File: src/rtl/sram_req_arbiter.sv
// N-channel req/addr_ok/data_ok arbiter onto one memory port with in-order response routing.
// Define SRAM_ARB_FIXED_PRIO_EN for fixed priority (highest channel wins) instead of round-robin.
module sram_req_arbiter #(
  parameter int NUM_CH    = 2,
  parameter int ADDR_W    = 32,
  parameter int DATA_W    = 32,
  parameter int MAX_OUTST = 4
) (
  input  logic                         clk,
  input  logic                         reset,
  input  logic [NUM_CH-1:0]            ch_req,
  input  logic [NUM_CH-1:0]            ch_wr,
  input  logic [2*NUM_CH-1:0]          ch_size,
  input  logic [(DATA_W/8)*NUM_CH-1:0] ch_wstrb,
  input  logic [ADDR_W*NUM_CH-1:0]     ch_addr,
  input  logic [DATA_W*NUM_CH-1:0]     ch_wdata,
  output logic [NUM_CH-1:0]            ch_addr_ok,
  output logic [NUM_CH-1:0]            ch_data_ok,
  output logic [DATA_W-1:0]            ch_rdata,
  output logic                         m_req,
  output logic                         m_wr,
  output logic [1:0]                   m_size,
  output logic [DATA_W/8-1:0]          m_wstrb,
  output logic [ADDR_W-1:0]            m_addr,
  output logic [DATA_W-1:0]            m_wdata,
  input  logic                         m_addr_ok,
  input  logic                         m_data_ok,
  input  logic [DATA_W-1:0]            m_rdata
);

  localparam int CH_W  = (NUM_CH > 1) ? $clog2(NUM_CH) : 1;
  localparam int PTR_W = $clog2(MAX_OUTST);
  localparam int SB    = DATA_W / 8;

  logic              lock_vld;
  logic [CH_W-1:0]   lock_id;
  logic [CH_W-1:0]   gnt;
  logic              gnt_vld;
  logic [CH_W-1:0]   sel;
  logic [CH_W-1:0]   tag_mem [MAX_OUTST];
  logic [PTR_W-1:0]  wr_ptr;
  logic [PTR_W-1:0]  rd_ptr;
  logic [PTR_W:0]    count;
  logic              full;
  logic              accept;
  logic              pop;
  logic [CH_W-1:0]   head;

`ifdef SRAM_ARB_FIXED_PRIO_EN
  always_comb begin
    gnt     = '0;
    gnt_vld = 1'b0;
    if (lock_vld) begin
      gnt     = lock_id;
      gnt_vld = ch_req[lock_id];
    end else begin
      for (int unsigned i = 0; i < NUM_CH; i++) begin
        if (ch_req[i]) begin
          gnt     = CH_W'(i);
          gnt_vld = 1'b1;
        end
      end
    end
  end
`else
  logic [CH_W-1:0] rr_ptr;

  always_comb begin
    int unsigned idx;
    idx     = 0;
    gnt     = '0;
    gnt_vld = 1'b0;
    if (lock_vld) begin
      gnt     = lock_id;
      gnt_vld = ch_req[lock_id];
    end else begin
      // Scan from rr_ptr upward, wrapping; first requester wins.
      for (int unsigned i = 0; i < NUM_CH; i++) begin
        idx = (32'(rr_ptr) + i) % NUM_CH;
        if (!gnt_vld && ch_req[idx]) begin
          gnt     = CH_W'(idx);
          gnt_vld = 1'b1;
        end
      end
    end
  end

  always_ff @(posedge clk) begin
    if (reset)
      rr_ptr <= '0;
    else if (accept)
      rr_ptr <= (gnt == CH_W'(NUM_CH - 1)) ? '0 : gnt + 1'b1;
  end
`endif

  assign full   = (count == (PTR_W+1)'(MAX_OUTST));
  assign m_req  = gnt_vld & ~full & ~reset;
  assign accept = m_req & m_addr_ok;
  assign pop    = m_data_ok & (count != '0) & ~reset;
  assign head   = tag_mem[rd_ptr];
  assign sel    = reset ? '0 : gnt;

  assign m_wr    = ch_wr[sel];
  assign m_size  = ch_size[sel*2 +: 2];
  assign m_wstrb = ch_wstrb[sel*SB +: SB];
  assign m_addr  = ch_addr[sel*ADDR_W +: ADDR_W];
  assign m_wdata = ch_wdata[sel*DATA_W +: DATA_W];

  assign ch_rdata = m_rdata;

  always_comb begin
    ch_addr_ok = '0;
    if (accept)
      ch_addr_ok[gnt] = 1'b1;
  end

  always_comb begin
    ch_data_ok = '0;
    if (pop)
      ch_data_ok[head] = 1'b1;
  end

  // A stalled address phase pins the grant until accepted or the requester withdraws.
  always_ff @(posedge clk) begin
    if (reset) begin
      lock_vld <= 1'b0;
      lock_id  <= '0;
    end else if (accept) begin
      lock_vld <= 1'b0;
    end else if (m_req && !m_addr_ok) begin
      lock_vld <= 1'b1;
      lock_id  <= gnt;
    end else if (lock_vld && !ch_req[lock_id]) begin
      lock_vld <= 1'b0;
    end
  end

  always_ff @(posedge clk) begin
    if (reset) begin
      wr_ptr <= '0;
      rd_ptr <= '0;
      count  <= '0;
    end else begin
      if (accept) begin
        tag_mem[wr_ptr] <= gnt;
        wr_ptr          <= wr_ptr + 1'b1;
      end
      if (pop)
        rd_ptr <= rd_ptr + 1'b1;
      case ({accept, pop})
        2'b10:   count <= count + 1'b1;
        2'b01:   count <= count - 1'b1;
        default: count <= count;
      endcase
    end
  end

endmodule

File: config.mk
export PLATFORM = sky130hd
export DESIGN_NAME = sram_req_arbiter
export DESIGN_NICKNAME = d
export VERILOG_FILES = /design/src/rtl/sram_req_arbiter.sv
export SDC_FILE = /design/constraint.sdc
export NUM_CORES = 1
export LEC_CHECK = 0
export CORE_AREA = 2 2 112 114
export DETAILED_ROUTE_END_ITERATION = 8
export DIE_AREA = 0 0 114 116
export DONT_BUFFER_PORTS = 1
export HOLD_SLACK_MARGIN = 0.15
export REMOVE_ABC_BUFFERS = 1
export SLEW_MARGIN = 20
export SYNTH_ARGS = -nofsm -noshare
export SYNTH_HDL_FRONTEND = slang
export SYNTH_SLANG_ARGS = --single-unit
File: constraint.sdc
create_clock -name clk -period 2.8 [get_ports clk]
set_input_delay 0.42 -clock clk [delete_from_list [all_inputs] [get_ports clk]]
set_output_delay 0.42 -clock clk [all_outputs]
set_load 0.01 [all_outputs]
==> impl_metrics.json <==
{
  "fin_crit_ns": 2.51,
  "fin_nets": 342,
  "insertion_delay_ns": 0.25,
  "synth.distinct_cells": 36,
  "fmax_ghz": 0.398,
  "hp-class": "input port to flop",
  "min_period_over_period_pct": 89.7,
  "dpl.hpwl_microns": 8700,
  "slew_headroom_pct": 62.7,
  "syn-cell-area_sq_mm": 0.00230,
  "finalSetupViolCount": 0,
  "grt_pass1_vias": 1460,
  "dieArea_sq_mm": 0.0132,
  "post-cts-setup-buffer-count": 0,
  "via_count": 1374,
  "outcome": "finished, final reports clean",
  "syn_inst": 191,
  "drc": 0,
  "rsz0062_at_grt": "false",
  "io_pins": 288,
  "yosysWarningCount": 0,
  "netlist_top_cells_area": "mux2_4 46%, dfxtp_1 10%, buf_4 10%",
  "wire_per_inst_microns": 31.8,
  "p_leak_nw": 0.911,
  "p_clk_share_pct": 31.7,
  "gr-usage-all-layers_pct": 12.9,
  "switchingPower_mw": 0.263,
  "start_util_pct": 19.3,
  "cpMaxStageDelayCell": "mux2_2",
  "synth_area_leader_cell": "mux2_4",
  "fp.dieH_microns": 116,
  "cts.sinks": 16,
  "drtAntennaViolNets": 0,
  "ctsResizeCount": 0,
  "ctsHtreeMaxLevel": 1,
  "yosysTopAreaCellShare_pct": 46.4,
  "row_count": 40,
  "worstPathCellList": "nand2b_1, o21a_4, nor2_8, buf_12, mux2_2",
  "critPathArrivalTime_ns": 2.09,
  "grt_pass1_wl_microns": 11700,
  "synth_edf_count": 4,
  "viasPerCell": 4.53,
  "hold_buffers": 0,
  "p_seq_share_pct": 30.8,
  "met2_usage_pct": 19.5,
  "avgSynthCellArea_sq_um": 12.0,
  "dp_slack_ns": 0.462,
  "cts_tree": "built",
  "grt-ovfl-total": 0,
  "grtUsageMet1_pct": 15.3,
  "critPathBufInv": 1,
  "slew_violations": 0,
  "final_util_pct": 18.4,
  "seq_area_frac_synth_pct": 15.7,
  "power-per-cell-area_mw_per_mm2": 398,
  "switching_share_pct": 30.2,
  "dr.first_iter.drc_count": 42,
  "busiest_layer": "met2",
  "synthArstFlopShare_pct": 0,
  "ys_top_cells_by_count": "71 x mux2_4, 32 x buf_4, 12 x dfxtp_1",
  "crit_type": "flop to output pin",
  "p_comb_share_pct": 37.5,
  "io_buffers": 0,
  "end_kind": "output pin",
  "dr.pass1.iters": 4,
  "crit_path_start_kind": "flop",
  "power.internal_mw": 0.609,
  "root_buffer": "clkbuf_16",
  "hold_slack_ns": 0.239,
  "core_area_sq_mm": 0.0119,
  "clk_pin_slew_worst_paths_ns": 0.05,
  "antenna_found_initial": 1,
  "cp_max_fo": 65,
  "numCtsBuffers": 3,
  "critPathMaxStageDelay_ns": 0.43,
  "grt_max_degree": 66,
  "finalHoldViolCount": 0,
  "cts.path.max_buffers": 2,
  "fin_tns_setup_ns": 0,
  "grtUsageMet3_pct": 9.57,
  "critPathRequiredTime_ns": 2.38,
  "fp.dieW_microns": 114,
  "crit_family": "multiplexers",
  "wirelength_microns": 9650,
  "yosysMostFrequentCell": "mux2_4",
  "place_congestion": 0.809,
  "maxCapViolations": 0,
  "area_growth_pct": -4.47,
  "fin_total_pwr_mw": 0.873,
  "setup_ws_ns": 0.289,
  "drive_gt1_share_pct": 54.8,
  "synth_ff_type": "dfxtp_1",
  "synth_seq_cells": 16,
  "worst_pin_slew_ns": 0.555,
  "vdd_drop_max_mv": 0.170,
  "clock_skew_ns": 0.00389
}
==> worst reg2reg max path: cells and delay by family (launching register included) <==
| kind | cells | cell delay, ns |
|---|---|---|
| xor+xnor | 1 | 0.14 |
| compound gates | 2 | 0.67 |
| fa+ha+maj | 2 | 0.65 |
| flops | 1 | 0.35 |
| simple gates | 2 | 0.44 |
==> cells in the final DEF, fill, tap and decap left out, types with 3 or more instances in the layout <==
cell type	netlist	layout
edfxtp_1	4	4
and3_1	4	4
nor3_1	3	3
dfxtp_1	12	12
nor2_1	9	9
clkbuf_16	0	3
ha_1	5	5
a21oi_1	4	4
mux2_4	71	71
inv_1	8	8
==> cell families after synthesis <==
group | after synthesis | share of synthesized area (%)
compound gates | 15 | 5.34
xor+xnor | 4 | 1.53
fa+ha+maj | 6 | 3.60
buf+inv | 50 | 18.5
flops | 16 | 15.7
mux | 75 | 48.8
simple gates | 25 | 6.59
==> final timing paths <==
path | start | slack (ns) | cells after the start | to
max | lock_vld | 0.29 | 5 | m_addr[30]
min | reset | 0.24 | 1 | count[2]
max reg2reg | count[0] | 0.47 | 7 | count[2]
min reg2reg | lock_vld | 0.50 | 1 | lock_vld
==> layout make-up <==
type	count	area, sq um
Antenna cell	1	2.50
Sequential cell	16	360
Tap cell	147	184
Fill cell	1300	9720
Clock inverter	1	3.75
Multi-Input combinational cell	125	1510
Timing Repair Buffer	1	20.0
Clock buffer	3	75.1
Inverter	9	36.3
==> power groups by stage <==
stage	clock [mW]	sequential, mW	combinational [mW]
2_1_floorplan	0	0.270	0.280
3_3_place_gp	0	0.272	0.322
3_5_place_dp	0	0.273	0.330
4_1_cts	0.281	0.269	0.332
5_1_grt	0.293	0.271	0.346
6_report	0.277	0.268	0.328
==> per-stage QoR <==
| step | std cells | cell area (sq um) |
|---|---|---|
| finish | 303 | 2190 |
| CTS | 302 | 2190 |
| floorplan | 150 | 1910 |
| global route | 302 | 2190 |
| detailed placement | 298 | 2110 |
| global placement | 298 | 2110 |
==> per-layer routing <==
layer	vias up	wire, microns	share of wire, %
met5	-	0	0
met4	0	34	0.35
met3	5	1510	16
met2	140	4510	47
met1	659	3600	37
li1	570	-	-
(Power assumes the default switching activity.)
